===== src/rtl/paint_job_scheduler_pkg.sv =====
// paint_job_scheduler_pkg: shared constants for the paint job scheduler slice.
// Holds the shape config codes, client index constants, scheduler state
// encodings and a small round-robin pointer helper.
package paint_job_scheduler_pkg;

  // Shape config codes understood by the fill engine
  localparam logic [2:0] PAINTING_CONFIG_SQUARE = 3'b000;
  localparam logic [2:0] PAINTING_CONFIG_CIRCLE = 3'b001;

  // Client slots on the request vector
  localparam logic [1:0] CLIENT_POINTER = 2'd0;
  localparam logic [1:0] CLIENT_CHESS   = 2'd1;
  localparam logic [1:0] CLIENT_UPPER   = 2'd2;

  // Cycles the scheduler waits for the engine to raise busy before it
  // treats the job as degenerate (nothing to draw)
  localparam logic [2:0] WAIT_BUSY_LIMIT = 3'd4;

  // Scheduler state encodings
  typedef enum logic [2:0] {
    ST_IDLE      = 3'd0,
    ST_LAUNCH    = 3'd1,
    ST_WAIT_BUSY = 3'd2,
    ST_WAIT_DONE = 3'd3,
    ST_ACK       = 3'd4
  } sched_state_e;

  // Round-robin pointer after serving 'grant': one past it, wrapping at nreq
  function automatic logic [1:0] rr_next(input logic [1:0] grant,
                                         input logic [2:0] nreq);
    logic [2:0] nxt;
    nxt = {1'b0, grant} + 3'd1;
    if (nxt >= nreq) begin
      return 2'd0;
    end else begin
      return nxt[1:0];
    end
  endfunction

endpackage


===== src/rtl/paint_job_scheduler_rr_pick.sv =====
// rr_pick: combinational round-robin selector.
// Picks the first set request bit scanning upward from rr, wrapping modulo N.
// valid is low when no request is pending (idx is then 0).
module rr_pick
  import paint_job_scheduler_pkg::*;
#(
  parameter int N = 3
) (
  input  logic [N-1:0] req,
  input  logic [1:0]   rr,
  output logic         valid,
  output logic [1:0]   idx
);

  logic [2:0] sum;
  logic [2:0] cand;
  logic       take;
  logic       found;

  // Walk the N slots starting at rr; the first requesting slot wins
  always_comb begin
    sum   = 3'd0;
    cand  = 3'd0;
    take  = 1'b0;
    found = 1'b0;
    idx   = 2'd0;
    for (int k = 0; k < N; k++) begin
      sum   = {1'b0, rr} + 3'(k);
      cand  = (sum >= 3'(N)) ? (sum - 3'(N)) : sum;
      take  = req[cand[1:0]] & ~found;
      idx   = idx | ({2{take}} & cand[1:0]);
      found = found | take;
    end
    valid = |req;
  end

endmodule


===== src/rtl/paint_job_scheduler.sv =====
// paint_job_scheduler: shares one rectangle/circle fill engine between NREQ
// painting clients. Round-robin arbitration, one-shot descriptor latch with
// coordinate ordering, engine start pulse, completion ack per client.
// Optional feature macro: PAINT_SCHED_TIMEOUT_EN adds a per-job watchdog of
// TMO cycles and the sticky tmo_flag output port.
module paint_job_scheduler
  import paint_job_scheduler_pkg::*;
#(
  parameter int NREQ = 3,
  parameter int XW   = 8,
  parameter int YW   = 7,
  parameter int CW   = 3,
  parameter int TMO  = 4095
) (
  input  logic                Clck,
  input  logic                Reset,
  input  logic [NREQ-1:0]     req,
  input  logic [NREQ*XW-1:0]  job_x0,
  input  logic [NREQ*XW-1:0]  job_x1,
  input  logic [NREQ*YW-1:0]  job_y0,
  input  logic [NREQ*YW-1:0]  job_y1,
  input  logic [NREQ*CW-1:0]  job_col,
  input  logic [NREQ*3-1:0]   job_cfg,
  output logic [NREQ-1:0]     ack,
  output logic [XW-1:0]       eng_x0,
  output logic [XW-1:0]       eng_x1,
  output logic [YW-1:0]       eng_y0,
  output logic [YW-1:0]       eng_y1,
  output logic [CW-1:0]       eng_col,
  output logic [2:0]          eng_cfg,
  output logic                eng_start,
  input  logic                eng_busy,
  output logic [1:0]          grant_id,
`ifdef PAINT_SCHED_TIMEOUT_EN
  output logic                tmo_flag,
`endif
  output logic                sched_busy
);

  sched_state_e state_q, state_d;
  logic [2:0]   wb_cnt_q, wb_cnt_d;
  logic [1:0]   rr_q, rr_d;
  logic [1:0]   grant_id_q, grant_id_d;
  logic [XW-1:0] eng_x0_q, eng_x0_d, eng_x1_q, eng_x1_d;
  logic [YW-1:0] eng_y0_q, eng_y0_d, eng_y1_q, eng_y1_d;
  logic [CW-1:0] eng_col_q, eng_col_d;
  logic [2:0]    eng_cfg_q, eng_cfg_d;
  logic          eng_start_q, eng_start_d;
  logic          sched_busy_q, sched_busy_d;
  logic [NREQ-1:0] ack_q, ack_d;

  logic          pick_valid;
  logic [1:0]    pick_idx;
  logic [XW-1:0] sel_x0, sel_x1;
  logic [YW-1:0] sel_y0, sel_y1;
  logic [CW-1:0] sel_col;
  logic [2:0]    sel_cfg;

`ifdef PAINT_SCHED_TIMEOUT_EN
  localparam int TMO_W = $clog2(TMO + 1);
  logic [TMO_W-1:0] tmo_cnt_q, tmo_cnt_d;
  logic             tmo_flag_q, tmo_flag_d;
  logic             tmo_hit;
`endif

  rr_pick #(.N(NREQ)) u_rr_pick (
    .req   (req),
    .rr    (rr_q),
    .valid (pick_valid),
    .idx   (pick_idx)
  );

  // Mux the winning client's descriptor out of the packed request buses
  always_comb begin
    sel_x0  = '0;
    sel_x1  = '0;
    sel_y0  = '0;
    sel_y1  = '0;
    sel_col = '0;
    sel_cfg = '0;
    for (int i = 0; i < NREQ; i++) begin
      sel_x0  = sel_x0  | ({XW{pick_idx == 2'(i)}} & job_x0[i*XW +: XW]);
      sel_x1  = sel_x1  | ({XW{pick_idx == 2'(i)}} & job_x1[i*XW +: XW]);
      sel_y0  = sel_y0  | ({YW{pick_idx == 2'(i)}} & job_y0[i*YW +: YW]);
      sel_y1  = sel_y1  | ({YW{pick_idx == 2'(i)}} & job_y1[i*YW +: YW]);
      sel_col = sel_col | ({CW{pick_idx == 2'(i)}} & job_col[i*CW +: CW]);
      sel_cfg = sel_cfg | ({3{pick_idx == 2'(i)}} & job_cfg[i*3 +: 3]);
    end
  end

  // Next-state and datapath: arbitrate, latch ordered descriptor, track engine
  always_comb begin
    state_d    = state_q;
    wb_cnt_d   = wb_cnt_q;
    rr_d       = rr_q;
    grant_id_d = grant_id_q;
    eng_x0_d   = eng_x0_q;
    eng_x1_d   = eng_x1_q;
    eng_y0_d   = eng_y0_q;
    eng_y1_d   = eng_y1_q;
    eng_col_d  = eng_col_q;
    eng_cfg_d  = eng_cfg_q;
`ifdef PAINT_SCHED_TIMEOUT_EN
    tmo_cnt_d  = tmo_cnt_q;
    tmo_flag_d = tmo_flag_q;
    tmo_hit    = 1'b0;
`endif
    case (state_q)
      ST_IDLE: begin
        if (pick_valid) begin
          state_d    = ST_LAUNCH;
          grant_id_d = pick_idx;
          // Order the corners so the engine always sees x0<=x1, y0<=y1
          eng_x0_d   = (sel_x1 < sel_x0) ? sel_x1 : sel_x0;
          eng_x1_d   = (sel_x1 < sel_x0) ? sel_x0 : sel_x1;
          eng_y0_d   = (sel_y1 < sel_y0) ? sel_y1 : sel_y0;
          eng_y1_d   = (sel_y1 < sel_y0) ? sel_y0 : sel_y1;
          eng_col_d  = sel_col;
          eng_cfg_d  = sel_cfg;
        end else begin
          state_d = ST_IDLE;
        end
      end
      ST_LAUNCH: begin
        wb_cnt_d = 3'd0;
        state_d  = ST_WAIT_BUSY;
      end
      ST_WAIT_BUSY: begin
        if (eng_busy) begin
          state_d = ST_WAIT_DONE;
        end else if (wb_cnt_q == (WAIT_BUSY_LIMIT - 3'd1)) begin
          // Engine never left its idle state: empty shape, job is done
          state_d = ST_ACK;
        end else begin
          wb_cnt_d = wb_cnt_q + 3'd1;
        end
      end
      ST_WAIT_DONE: begin
        if (!eng_busy) begin
          state_d = ST_ACK;
        end else begin
          state_d = ST_WAIT_DONE;
        end
      end
      ST_ACK: begin
        rr_d    = rr_next(grant_id_q, 3'(NREQ));
        state_d = ST_IDLE;
      end
      default: begin
        state_d = ST_IDLE;
      end
    endcase
`ifdef PAINT_SCHED_TIMEOUT_EN
    // Watchdog: clear on launch, count while waiting on the engine
    if (state_q == ST_LAUNCH) begin
      tmo_cnt_d = '0;
    end else if ((state_q == ST_WAIT_BUSY) || (state_q == ST_WAIT_DONE)) begin
      tmo_hit   = (tmo_cnt_q == TMO_W'(TMO - 1));
      tmo_cnt_d = tmo_cnt_q + TMO_W'(1);
    end else begin
      tmo_cnt_d = tmo_cnt_q;
    end
    if (tmo_hit) begin
      state_d    = ST_ACK;
      tmo_flag_d = 1'b1;
    end else begin
      tmo_flag_d = tmo_flag_q;
    end
`endif
  end

  // Output decode from the next state so every output leaves a flop
  always_comb begin
    eng_start_d  = (state_d == ST_LAUNCH);
    sched_busy_d = (state_d != ST_IDLE);
    ack_d        = '0;
    for (int i = 0; i < NREQ; i++) begin
      ack_d[i] = (state_d == ST_ACK) && (grant_id_d == 2'(i));
    end
  end

  // State, datapath and output registers with synchronous active-low reset
  always_ff @(posedge Clck) begin
    if (!Reset) begin
      state_q      <= ST_IDLE;
      wb_cnt_q     <= 3'd0;
      rr_q         <= 2'd0;
      grant_id_q   <= 2'd0;
      eng_x0_q     <= '0;
      eng_x1_q     <= '0;
      eng_y0_q     <= '0;
      eng_y1_q     <= '0;
      eng_col_q    <= '0;
      eng_cfg_q    <= 3'd0;
      eng_start_q  <= 1'b0;
      sched_busy_q <= 1'b0;
      ack_q        <= '0;
    end else begin
      state_q      <= state_d;
      wb_cnt_q     <= wb_cnt_d;
      rr_q         <= rr_d;
      grant_id_q   <= grant_id_d;
      eng_x0_q     <= eng_x0_d;
      eng_x1_q     <= eng_x1_d;
      eng_y0_q     <= eng_y0_d;
      eng_y1_q     <= eng_y1_d;
      eng_col_q    <= eng_col_d;
      eng_cfg_q    <= eng_cfg_d;
      eng_start_q  <= eng_start_d;
      sched_busy_q <= sched_busy_d;
      ack_q        <= ack_d;
    end
  end

`ifdef PAINT_SCHED_TIMEOUT_EN
  // Watchdog counter and sticky timeout flag; only reset clears the flag
  always_ff @(posedge Clck) begin
    if (!Reset) begin
      tmo_cnt_q  <= '0;
      tmo_flag_q <= 1'b0;
    end else begin
      tmo_cnt_q  <= tmo_cnt_d;
      tmo_flag_q <= tmo_flag_d;
    end
  end

  assign tmo_flag = tmo_flag_q;
`endif

  assign ack        = ack_q;
  assign eng_x0     = eng_x0_q;
  assign eng_x1     = eng_x1_q;
  assign eng_y0     = eng_y0_q;
  assign eng_y1     = eng_y1_q;
  assign eng_col    = eng_col_q;
  assign eng_cfg    = eng_cfg_q;
  assign eng_start  = eng_start_q;
  assign grant_id   = grant_id_q;
  assign sched_busy = sched_busy_q;

endmodule


===== config.mk =====
export PLATFORM = sky130hd
export DESIGN_NAME = paint_job_scheduler
export DESIGN_NICKNAME = d
export VERILOG_FILES = /design/src/rtl/paint_job_scheduler_pkg.sv /design/src/rtl/paint_job_scheduler_rr_pick.sv /design/src/rtl/paint_job_scheduler.sv
export SDC_FILE = /design/constraint.sdc
export NUM_CORES = 1
export LEC_CHECK = 0
export CORE_ASPECT_RATIO = 1.75
export CORE_UTILIZATION = 25
export CTS_CLUSTER_DIAMETER = 200
export DETAILED_ROUTE_END_ITERATION = 12
export GPL_TIMING_DRIVEN = 0
export SLEW_MARGIN = 10
export SYNTH_ARGS = -nofsm -noshare
export SYNTH_HDL_FRONTEND = slang
export SYNTH_SLANG_ARGS = --single-unit
export TNS_END_PERCENT = 10

===== constraint.sdc =====
create_clock -name Clck -period 5.41 [get_ports Clck]
set_clock_uncertainty 0.1 [all_clocks]
set_input_delay 1.082 -clock Clck [delete_from_list [all_inputs] [get_ports Clck]]
set_output_delay 1.082 -clock Clck [all_outputs]
set_load 0.01 [all_outputs]

-- Word level (Yosys, flattened, before mapping)
Cells that the tools add are included.
- register bits after elaboration: 51
- logic and storage cells: 117
- output and inout port bits: 43
- bitwise logic cells: 40
- reduce and logical (&&, ||, !) cells: 11
- equality and inequality tests: 13
- add/sub/neg operators: 7
- $lt $le $gt $ge: 9
- multiplexer cells: 24
- operator list (cell ; count):
    $and A8 B8 Y8 ; 6
    $and A7 B7 Y7 ; 6
    $or A8 B8 Y8 ; 4
    $or A7 B7 Y7 ; 4
    $and A3 B3 Y3 ; 6
    $mux W8 ; 2
    $mux W3 ; 5
    $mux W7 ; 2
    $mux W2 ; 6
    $or A3 B3 Y3 ; 4
    $pmux W3 S4 ; 1
    $eq A3 B2 Y1 const B ; 3
    $ge A3 B2 Y1 const B ; 3
    $lt A2 B3 Y1 const B ; 3
    $lt A8 B8 Y1 ; 1
    $lt A7 B7 Y1 ; 1
    $add A2 B1 Y3 const B ; 2
    $and A2 B2 Y2 ; 3
    $bmux W1 S2 ; 3
    $eq A3 B1 Y1 const B ; 2
    $eq A3 B3 Y1 const B ; 2
    $pmux W3 S2 ; 1
    $sub A2 B2 Y2 const B ; 3
    $eq A2 B1 Y1 const B ; 2
    18 further kinds ; 29

-- Longest topological paths before layout
- depth in word-level cells: 17
- mapped depth: 19

-- Cells and area by module
A second synthesis with hierarchy kept.
- cells, all modules: 437
- area, all modules: 3554.7 um^2
- by module, submodules not included (module ; area an instance (um^2) ; cells an instance ; instances):
    paint_job_scheduler ; 3383.2 ; 412 ; 1
    rr_pick ; 171.4 ; 25 ; 1

-- Worst setup path after synthesis
Ideal clock, no wire load.
- path type: input to register
- start point: input port req[0]
- end point: register eng_y1_q[5] (netlist: eng_y1[5])
- setup slack: 1.022 ns
- buffers on the path: 3
- arrival time: 4.171 ns
- library setup time: 0.117 ns
- stages: 17
- cell sequence: nand2b_1 > a21oi_1 > o21a_1 > nor3_4 > clkbuf_1 > buf_1 > a21oi_1 > inv_1 > ha_1 > a21o_1 > a21oi_1 > nor3b_1 > o31ai_1 > o21ai_2 > buf_6 > mux2i_1 > a22o_1
- word-level cells in the longest chain between the ends: 15
- elaborated cells on any way between the ends: 33
- classes of those cells: order compare: 1; eq/ne: 2; mux: 7; bitwise: 20; reduce/logical: 3
- RTL lines (item ; line ; text):
    start, declared ; paint_job_scheduler.sv:17 ; input logic [NREQ-1:0] req,
    $bmux W1 S2 ; paint_job_scheduler_rr_pick.sv:30 ; take = req[cand[1:0]] & ~found;
    $mux W1 (implied by the code) ; paint_job_scheduler_rr_pick.sv:30 ;
    $not A1 Y1 ; paint_job_scheduler_rr_pick.sv:30 ;
    $and A1 B1 Y1 ; paint_job_scheduler_rr_pick.sv:30 ;
    $or A1 B1 Y1 ; paint_job_scheduler_rr_pick.sv:32 ; found = found | take;
    $not A1 Y1 ; paint_job_scheduler_rr_pick.sv:30 ;
    $and A1 B1 Y1 ; paint_job_scheduler_rr_pick.sv:30 ;
    $and A2 B2 Y2 ; paint_job_scheduler_rr_pick.sv:31 ; idx = idx | ({2{take}} & cand[1:0]);
    $or A2 B2 Y2 ; paint_job_scheduler_rr_pick.sv:31 ;
    $eq A2 B1 Y1 or $logic_not A2 Y1 (tied branches) ; paint_job_scheduler.sv:84, paint_job_scheduler.sv:85 ;
    $and A7 B7 Y7, on equally long branches ; paint_job_scheduler.sv:85, paint_job_scheduler.sv:84 ;
    $or A7 B7 Y7, on equally long branches (2 in series) ; paint_job_scheduler.sv:85, paint_job_scheduler.sv:84 ;
    $lt A7 B7 Y1 ; paint_job_scheduler.sv:117 ; eng_y1_d = (sel_y1 < sel_y0) ? sel_y0 : sel_y1;
    $mux W7 ; paint_job_scheduler.sv:117 ;
    end signal, assigned ; paint_job_scheduler.sv:206 ; eng_y1_q <= eng_y1_d;
    end, declared ; paint_job_scheduler.sv:45 ; logic [YW-1:0] eng_y0_q, eng_y0_d, eng_y1_q, eng_y1_d;
Parallel ways exist; a longest one is shown, timed or not. The select of a mux whose other input is x is not followed.
A chain may end at the register's enable or synchronous reset.

-- Worst setup path after layout
- start point: input port req[1]
- end point: register eng_x1_q[0] (netlist: eng_x1[0])
- word-level cells in the longest chain between the ends: 15
- elaborated cells on any way between the ends: 33
- classes of those cells: order compare: 1; eq/ne: 2; mux: 7; bitwise: 20; reduce/logical: 3
- RTL lines (item ; line ; text):
    $bmux W1 S2 ; paint_job_scheduler_rr_pick.sv:30 ;
    $mux W1 (implied by the code) ; paint_job_scheduler_rr_pick.sv:30 ;
    $not A1 Y1 ; paint_job_scheduler_rr_pick.sv:30 ;
    $and A1 B1 Y1 ; paint_job_scheduler_rr_pick.sv:30 ;
    $or A1 B1 Y1 ; paint_job_scheduler_rr_pick.sv:32 ;
    $not A1 Y1 ; paint_job_scheduler_rr_pick.sv:30 ;
    $and A1 B1 Y1 ; paint_job_scheduler_rr_pick.sv:30 ;
    $and A2 B2 Y2 ; paint_job_scheduler_rr_pick.sv:31 ;
    $or A2 B2 Y2 ; paint_job_scheduler_rr_pick.sv:31 ;
    $eq A2 B1 Y1 or $logic_not A2 Y1 (tied branches) ; paint_job_scheduler.sv:82, paint_job_scheduler.sv:83 ;
    $and A8 B8 Y8, on equally long branches ; paint_job_scheduler.sv:83, paint_job_scheduler.sv:82 ;
    $or A8 B8 Y8, on equally long branches (2 in series) ; paint_job_scheduler.sv:83, paint_job_scheduler.sv:82 ;
    $lt A8 B8 Y1 ; paint_job_scheduler.sv:115 ; eng_x1_d = (sel_x1 < sel_x0) ? sel_x0 : sel_x1;
    $mux W8 ; paint_job_scheduler.sv:115 ;
    end signal, assigned ; paint_job_scheduler.sv:204 ; eng_x1_q <= eng_x1_d;
    end, declared ; paint_job_scheduler.sv:44 ; logic [XW-1:0] eng_x0_q, eng_x0_d, eng_x1_q, eng_x1_d;
Parallel ways exist; a longest one is shown, timed or not. The select of a mux whose other input is x is not followed.

==> results.py <==
metrics = {
    "critical_path": {
        "arrival_ps": 5070,
        "critical_path.endpoint_type": "flop",
        "worst_ep_required_time_ps": 5470,
        "crit_start": "req[1]",
        "cp-start-kind": "input pin",
        "crit_fanout": 10,
        "criticalPathCategory": "input pin to flop",
        "worstReg2RegStart": "rr_q[0]",
    },
    "logic_synthesis": {
        "ys_warn_count": 0,
        "syn_area_sq_mm": 0.00329,
        "synthTopCellsByArea": "dfxtp_1 31%, a22o_1 8.3%, ha_1 7.2%",
        "async_flop_share_pct": 0,
        "synth_area_per_cell_sq_um": 8.53,
        "synth_fp_nets": 519,
        "synth_cell_types": 56,
        "synth_edf_count": 0,
        "ys_seq_area_share_pct": 31.0,
        "synth_top_area_cell": "dfxtp_1",
        "synth-main-ff-cell": "dfxtp_1",
        "synth-seq-cells": 51,
        "yosys-top-cells-count": "51 x dfxtp_1, 42 x nand2_1, 39 x a21oi_1",
        "yosysMostFrequentCell": "dfxtp_1",
        "netlist.area_leader.share_pct": 31.0,
        "syn_inst": 386,
    },
    "detailed_routing": {
        "vias_per_cell": 4.96,
        "vias": 3577,
        "dr.pass1.iters": 5,
        "drt_iter0_drc": 116,
        "antenna_left": 0,
        "drt-wirelength-per-cell_um": 17.1,
        "route.detailed.drc": 0,
        "routed_wl_um": 12300,
    },
    "global_route": {
        "grt_antenna_before_repair": 0,
        "overflow": 0,
        "grt_pass1_wl_um": 19000,
        "grt_max_degree": 20,
        "grtUsageTotal_pct": 18.2,
        "first_global_vias": 3782,
    },
    "floorplanning": {
        "die_h_um": 154,
        "boundaryPins": 157,
        "num_rows": 55,
        "fp.dieW_um": 88.7,
        "initial_utilization_pct": 25.6,
        "core-area_sq_mm": 0.0129,
        "fp.dieArea_sq_mm": 0.0136,
    },
    "timing": {
        "min_period_ps": 5010,
        "post-route-period-util_pct": 92.5,
        "hold_viol_final": 0,
        "fmaxAchievable_mhz": 200,
        "drv_slew": 0,
        "rsz0062_at_grt": "no",
        "finalSetupViolCount": 0,
        "worst_slew_pin_slew_ps": 576,
        "setup_tns_ps": 0,
        "maxSlewHeadroom_pct": 61.6,
    },
    "run_status": {
        "status": "complete, no violations",
    },
    "power": {
        "power_leakage_nw": 2.11,
        "ir_drop_mv": 0.130,
        "powerDensity_mw_per_mm2": 270,
    },
    "final_layout": {
        "stdcell_area_sq_mm": 0.00527,
        "num-nets-final": 682,
        "antenna_cells": 0,
        "area_growth_pct": 60.0,
        "num-fill-cells": 1337,
        "drive_gt1_share_pct": 7.64,
    },
    "cts": {
        "root_buffer": "clkbuf_16",
        "cts_buffers": 5,
        "cts.htree.levels": 2,
        "cts.sink_count": 51,
        "clk_pin_slew_ps": 70,
        "hold_buffers": 0,
        "cts_max_path_buffers": 2,
        "cts_tree": "built",
        "clk_latency_ps": 300,
    },
    "placed_design": {
        "place.gp.congestion": 0.842,
        "postPlaceCellArea_sq_mm": 0.00506,
        "dp_hpwl_um": 9850,
        "portBuffers": 155,
    },
    "hold_path": {
        "hp-class": "flop to flop",
        "worstHoldStart": "eng_y1[0]",
    },
    "job": {
        "cap_violations": 0,
    },
}
## metrics by stage
step                      instances  setup WS (ps)  util [%]  power, mW  hold WS (ps)
after CTS                       718           77.1      40.7       1.43           347
after detailed placement        712           -802      39.3       1.04           335
after global placement          712           -764      39.3       1.03           333
after floorplan                 386           1020         -      0.760           350
after global routing            721           5.52      40.9       1.50           399
final                           721            404      40.9       1.42           350
## area by class of cell
type	instances	area, sq um	share of cell area, %
Inverter	21	78.8	1.50
Tap cell	171	214	4.06
Timing Repair Buffer	158	1570	29.9
Clock buffer	6	139	2.64
Sequential cell	51	1020	19.4
Buffer	21	114	2.16
Multi-Input combinational cell	291	2090	39.6
Clock inverter	2	38.8	0.737
## sequential cells by signal, indices dropped and copies added (netlist names), 2 cells and up
| signal | cells |
|---|---|
| rr_q | 2 |
| eng_y1 | 7 |
| grant_id | 2 |
| wb_cnt_q | 3 |
| eng_cfg | 3 |
| eng_x0 | 8 |
| eng_y0 | 7 |
| state_q | 3 |
| eng_x1 | 8 |
| ack | 3 |
| eng_col | 3 |
## worst paths after layout
| kind | to | slack [ps] | cells past startpoint |
|---|---|---|---|
| worst max-delay path | eng_x1[0] | 400 | 16 |
| worst min-delay path | eng_y1[0] | 350 | 2 |
| worst max register to register | eng_x1[0] | 810 | 17 |
| worst min register to register | eng_y1[0] | 350 | 2 |
## critical path: stages
cell	delay (ps)
clkdlybuf4s50_1	560
nor2b_1	100
o2111ai_1	270
nand2_2	170
nor3_4	270
clkbuf_2	330
clkbuf_2	320
a21oi_1	180
ha_1	330
and4_1	180
o21ai_0	130
o21ai_2	390
clkbuf_1	420
a211oi_1	90
a21oi_1	140
o21ai_0	100
## power by group
part | leakage [nW] | internal [mW] | switching (mW) | total (mW)
Combinational | 1.60 | 0.300 | 0.270 | 0.570
Sequential | 0.419 | 0.433 | 0.0323 | 0.466
Clock | 0.0875 | 0.233 | 0.154 | 0.387
Total | 2.11 | 0.966 | 0.457 | 1.42
## layout by cell type (no fill, tap or decap), types with 4 or more instances in the layout
cell             synthesis  layout
clkbuf_2                 0       4
o21ai_0                 13      13
and2_0                   7       7
nor3_1                   7       7
nor2b_1                  6       6
or4_1                    5       5
clkdlybuf4s50_1          0     155
a221oi_1                12      12
nand2b_1                 7       7
nor2_1                  15      15
o211ai_2                 8       8
a21oi_1                 39      39
clkbuf_16                0       5
ha_1                    19      19
a21o_1                   4       4
a22o_1                  31      31
and2_1                   4       4
o211ai_1                11      11
clkbuf_1                17      11
dfxtp_1                 51      51
nand2_1                 42      42
mux2i_1                 15      15
inv_1                   20      20
## timing repair
item	in CTS	in global routing
endpoints found under the setup margin	30	26
pin swaps	0	2
resized for setup	5	7
setup buffers	0	3
## cell families (layout without fill, tap and decap cells)
group,after synthesis,in the layout,synth area share (%)
mux,15,15,4.56
flops,51,51,31.0
fa+ha+maj,19,19,7.22
buf+inv,44,208,5.70
simple gates,108,108,17.1
compound gates,149,149,34.3
## routing by layer
metal	global-route usage (%)	share of wire, %
met1	18.9	38
met2	36.0	56
met3	2.79	4.7
met4	4.99	1.5
met5	0	0
Power figures use the tool's default switching activity.
